===== src/rtl/bit_deser.sv =====
// Serial-to-parallel capture stage: hunts for a sync word in the retimed bit
// stream, then packs following bits into WIDTH-bit words on a valid/ready port.
module bit_deser #(
   parameter int               WIDTH     = 8,
   parameter logic [WIDTH-1:0] SYNC      = WIDTH'(8'hA5),
   parameter bit               MSB_FIRST = 1'b1,
   parameter bit               INVERT    = 1'b1
) (
   input  logic                       clk,
   input  logic                       rb,
   input  logic                       en,
   input  logic                       clr,
   input  logic                       din,
   output logic [WIDTH-1:0]           dout,
   output logic                       dvalid,
   input  logic                       dready,
   output logic                       lock,
   output logic                       ovf,
   output logic [$clog2(WIDTH)-1:0]   bitcnt
);

   localparam int CW = $clog2(WIDTH);
   localparam logic [CW-1:0] LAST_BIT = CW'(WIDTH - 1);

   typedef enum logic {HUNT, LOCK} state_t;

   state_t           state_reg,  state_next;
   logic [WIDTH-1:0] sr_reg,     sr_next;
   logic [WIDTH-1:0] dout_reg,   dout_next;
   logic             dvalid_reg, dvalid_next;
   logic             ovf_reg,    ovf_next;
   logic [CW-1:0]    bitcnt_reg, bitcnt_next;

   logic             b;
   logic [WIDTH-1:0] sr_shift;
   logic             complete;

   // The upstream retimer inverts the stream; INVERT undoes that here.
   assign b = din ^ INVERT;

   generate
      if (MSB_FIRST) begin : g_msb_first
         assign sr_shift = {sr_reg[WIDTH-2:0], b};
      end else begin : g_lsb_first
         assign sr_shift = {b, sr_reg[WIDTH-1:1]};
      end
   endgenerate

   always_ff @(posedge clk or negedge rb) begin
      if (!rb) begin
         state_reg  <= HUNT;
         sr_reg     <= '0;
         dout_reg   <= '0;
         dvalid_reg <= 1'b0;
         ovf_reg    <= 1'b0;
         bitcnt_reg <= '0;
      end else begin
         state_reg  <= state_next;
         sr_reg     <= sr_next;
         dout_reg   <= dout_next;
         dvalid_reg <= dvalid_next;
         ovf_reg    <= ovf_next;
         bitcnt_reg <= bitcnt_next;
      end
   end

   always_comb begin
      state_next  = state_reg;
      sr_next     = sr_reg;
      dout_next   = dout_reg;
      dvalid_next = dvalid_reg;
      ovf_next    = ovf_reg;
      bitcnt_next = bitcnt_reg;
      complete    = 1'b0;

      if (clr) begin
         // dout is deliberately kept; only the control state is flushed.
         state_next  = HUNT;
         sr_next     = '0;
         dvalid_next = 1'b0;
         ovf_next    = 1'b0;
         bitcnt_next = '0;
      end else begin
         if (en) begin
            sr_next = sr_shift;
            case (state_reg)
               HUNT: begin
                  bitcnt_next = '0;
                  if (sr_shift == SYNC) begin
                     state_next = LOCK;
                  end
               end
               LOCK: begin
                  if (bitcnt_reg == LAST_BIT) begin
                     bitcnt_next = '0;
                     complete    = 1'b1;
                  end else begin
                     bitcnt_next = bitcnt_reg + CW'(1);
                  end
               end
               default: begin
                  state_next  = HUNT;
                  bitcnt_next = '0;
               end
            endcase
         end

         // A completed word may replace dout only if the old one is gone or leaving now.
         if (complete) begin
            if (!dvalid_reg || dready) begin
               dout_next   = sr_shift;
               dvalid_next = 1'b1;
            end else begin
               ovf_next = 1'b1;
            end
         end else if (dvalid_reg && dready) begin
            dvalid_next = 1'b0;
         end
      end
   end

   assign dout   = dout_reg;
   assign dvalid = dvalid_reg;
   assign lock   = (state_reg == LOCK);
   assign ovf    = ovf_reg;
   assign bitcnt = bitcnt_reg;

endmodule


===== config.mk =====
export PLATFORM = sky130hd
export DESIGN_NAME = bit_deser
export DESIGN_NICKNAME = d
export VERILOG_FILES = /design/src/rtl/bit_deser.sv
export SDC_FILE = /design/constraint.sdc
export NUM_CORES = 1
export LEC_CHECK = 0
export CORE_MARGIN = 10
export CORE_UTILIZATION = 48
export DETAILED_ROUTE_END_ITERATION = 8
export PLACE_DENSITY = 0.75
export SYNTH_ARGS = -nofsm -noshare
export SYNTH_HDL_FRONTEND = slang
export SYNTH_SLANG_ARGS = --single-unit
export TNS_END_PERCENT = 10

===== constraint.sdc =====
create_clock -name clk -period 2 [get_ports clk]
set_input_delay 0.4 -clock clk [delete_from_list [all_inputs] [get_ports clk]]
set_output_delay 0.4 -clock clk [all_outputs]
set_load 0.05 [all_outputs]

==> results.md <==
- Mapped cell area: 898.4 µm²
- Max-cap violations: 0
- Detailed Route WL: 1671 µm
- Post-synth top flop: dfrtp_1
- Tightest Hold Check Type: in -> async
- Clk pwr share: 0.292
- Crit path depth: 1
- Ys Warns: 0
- Status: complete, no violations
- Post-synth EDFFs: 0
- Slowest CP cell: clkdlybuf4s50_1
- Post-layout util: 0.6710
- Drt pass-1 iters: 3
- CP Data Arrival Time: 1530 ps
- Wirelength per Cell: 13.93 µm
- Unique cell type count in the Yosys netlist: 22
- Sw Ratio: 0.2180
- CTS tree: done
- Largest area contributor in the netlist: dfrtp_1
- Clock Path Buffers: 2
- Post-synthesis cell count: 71
- Largest net degree at the start of global routing: 22
- Crit-path leading delay family: buffers and inverters
- Critical path's largest stage delay: 820 ps
- IO buf count: 19
- Setup TNS: 0 ps
- Final Critical Period: 1928 ps
- Remaining global-route overflow: 0
- Final-report setup violation count: 0
- Commonest cells post-synth: dfrtp_1, nor2_1, mux2_2, mux2i_1
- Clk_skew: 7.047 ps
- Psw: 0.1451 mW
- Die Span X: 63.26 µm
- Htree depth: 1
- CTS Root Buffer Type: clkbuf_4
- Clk sinks: 21
- Crit. End Element: output port
- Post-CTS Setup Repair Bufs: 0
- Setup crit end: bitcnt[0]
- Max_slew headroom: 0.6626
- Max FFs per register: 8
- Clock transition at the registers of the reported paths: 110 ps
- Final HPWL DP: 1249 µm
- Core region area: 0.001745 mm²
- Layout cell share with drive strength beyond 1: 0.1895
- Pwr dens: 568.4 mW/mm²
- Initial antenna violation count: 0
- Reg2reg setup slack: 310 ps
- Diode count: 0
- Fin crit share: 0.9641
- Combinational group share of total power: 0.062
- Slew Viols, Final: 0
- Post_cts resized: 0
- Total power: 0.6657 mW
- Most frequent cell after synthesis: dfrtp_1
- Post-synth net total: 79
- Remaining DRCs: 0
- Via-to-Cell Ratio: 4.958
- Die height: 63.26 µm
- RSZ-0062 raised after global routing: no
- CP Launch Type: flip-flop
- Layout Nets: 104
- Worst R2R Path Depth: 6
- Boundary Pins: 20
- Via Count: 595
- Post-CTS Hold Buffers: 0
- Seq cells post-synth: 21
- Initial Utilization: 0.5147
- Peak VDD IR: 0.4512 mV
- Crit path from: bitcnt[0]
- First-pass GRT wire length: 2932 µm
- Std cell rows: 15
- Seq/Total Area, Yosys: 0.5850
- Routability cong.: 0.6944
- Fraction of registers with async set/reset: 1.000
- CTS buffer count: 3
- Final Hold Viols: 0
- RR Startpoint: bitcnt[0]
- Vias in the first global route: 651
- Buf+Inv Stages, Crit Path: 1
- Clock Latency Late Sink: 300 ps
- Largest cells by area after synthesis: dfrtp_1, mux2_2, mux2i_1
- Mean Syn Cell Area: 12.65 µm²
- Worst Path Required: 1600 ps
- Area share of the largest cell type after synthesis: 0.5850
- Worst-margin pin slew: 504.6 ps
- Int Power: 0.5205 mW
- Number of DRC markers in iteration 0: 12
- Area Overhead vs Synth: 30.36%
- Antenna-violating nets left: 0
- Sequential Power Share: 0.646
- Max Clk Rate: 518.6 MHz
- Die area: 0.004002 mm²
- Worst reg2reg path endpoint: dout[5]
- Cells along the critical path: clkdlybuf4s50_1
- Leak: 0.5424 nW
- CP Max Fanout: 4
- GR Util All Layers: 0.08930
- Setup CP Type: reg -> out
[layout by cell type, fill, tap and decap left out]
cell and instances:
ha_1 2, nand2b_1 3, nand3_1 3, clkdlybuf4s50_1 18, a21oi_1 3, nor4b_1 1
nor2_1 10, and2b_1 1, o21ai_0 1, buf_12 1, nor4bb_1 1, dfrtp_1 21
a41oi_1 1, mux2_2 7, clkbuf_4 3, a211oi_1 1, nand4b_1 1, mux2i_1 7
inv_1 2, buf_4 4, nand3_2 1, a31oi_1 1, nor3_4 1, clkinv_2 1
[logic make-up after synthesis]
group / after synthesis / synth area share
flops: 21 / 0.5850
simple gates: 22 / 0.1476
mux: 14 / 0.1657
fa+ha+maj: 2 / 0.02785
buf+inv: 5 / 0.02646
compound gates: 7 / 0.04735
[through the flow]
| stage | hold slack, ps | worst slack (ps) | cells | cell area [µm²] |
|---|---|---|---|---|
| final | 432.7 | 71.73 | 120 | 1171 |
| after CTS | 427.9 | 46.39 | 120 | 1171 |
| after floorplan | 104.4 | 10.61 | 71 | 898.4 |
| after global routing | 443.8 | 6.282 | 120 | 1171 |
| after detailed placement | 495.4 | 173.3 | 116 | 1144 |
| after global placement | 494.7 | 174.8 | 116 | 1144 |
[metal layers]
layer,GRT usage,share of wire,vias to the layer above
met5,0,0,-
met4,0.04918,0.0084,0
met3,0.04064,0.088,2
met2,0.1409,0.44,15
met1,0.09754,0.46,282
li1,-,-,296
[power by group through the flow]
stage | Sequential (mW) | Clock (mW) | Combinational [mW]
2_1_floorplan | 0.438 | 0 | 0.0171
3_3_place_gp | 0.438 | 0 | 0.0416
3_5_place_dp | 0.438 | 0 | 0.0421
4_1_cts | 0.430 | 0.205 | 0.0423
5_1_grt | 0.431 | 0.221 | 0.0454
6_report | 0.430 | 0.194 | 0.0413
[worst min-delay path by stage]
stage / from / to / slack (ps) / cells past startpoint
6_report: rb / lock / 430 / 2
4_1_cts: rb / lock / 430 / 2
3_5_place_dp: dout[1] / dout[1] / 500 / 1
2_1_floorplan: rb / bitcnt[0] / 100 / 0
3_3_place_gp: dout[5] / dout[5] / 490 / 1
5_1_grt: rb / lock / 440 / 2
[final cells by class]
class	count	area, µm²
Sequential cell	21	525.5
Tap cell	25	31.28
Clock buffer	3	22.52
Fill cell	142	574.3
Multi-Input combinational cell	45	349.1
Inverter	2	7.507
Clock inverter	1	5.005
Timing Repair Buffer	23	230.2
Note: power is estimated with default switching activity, not from simulation.
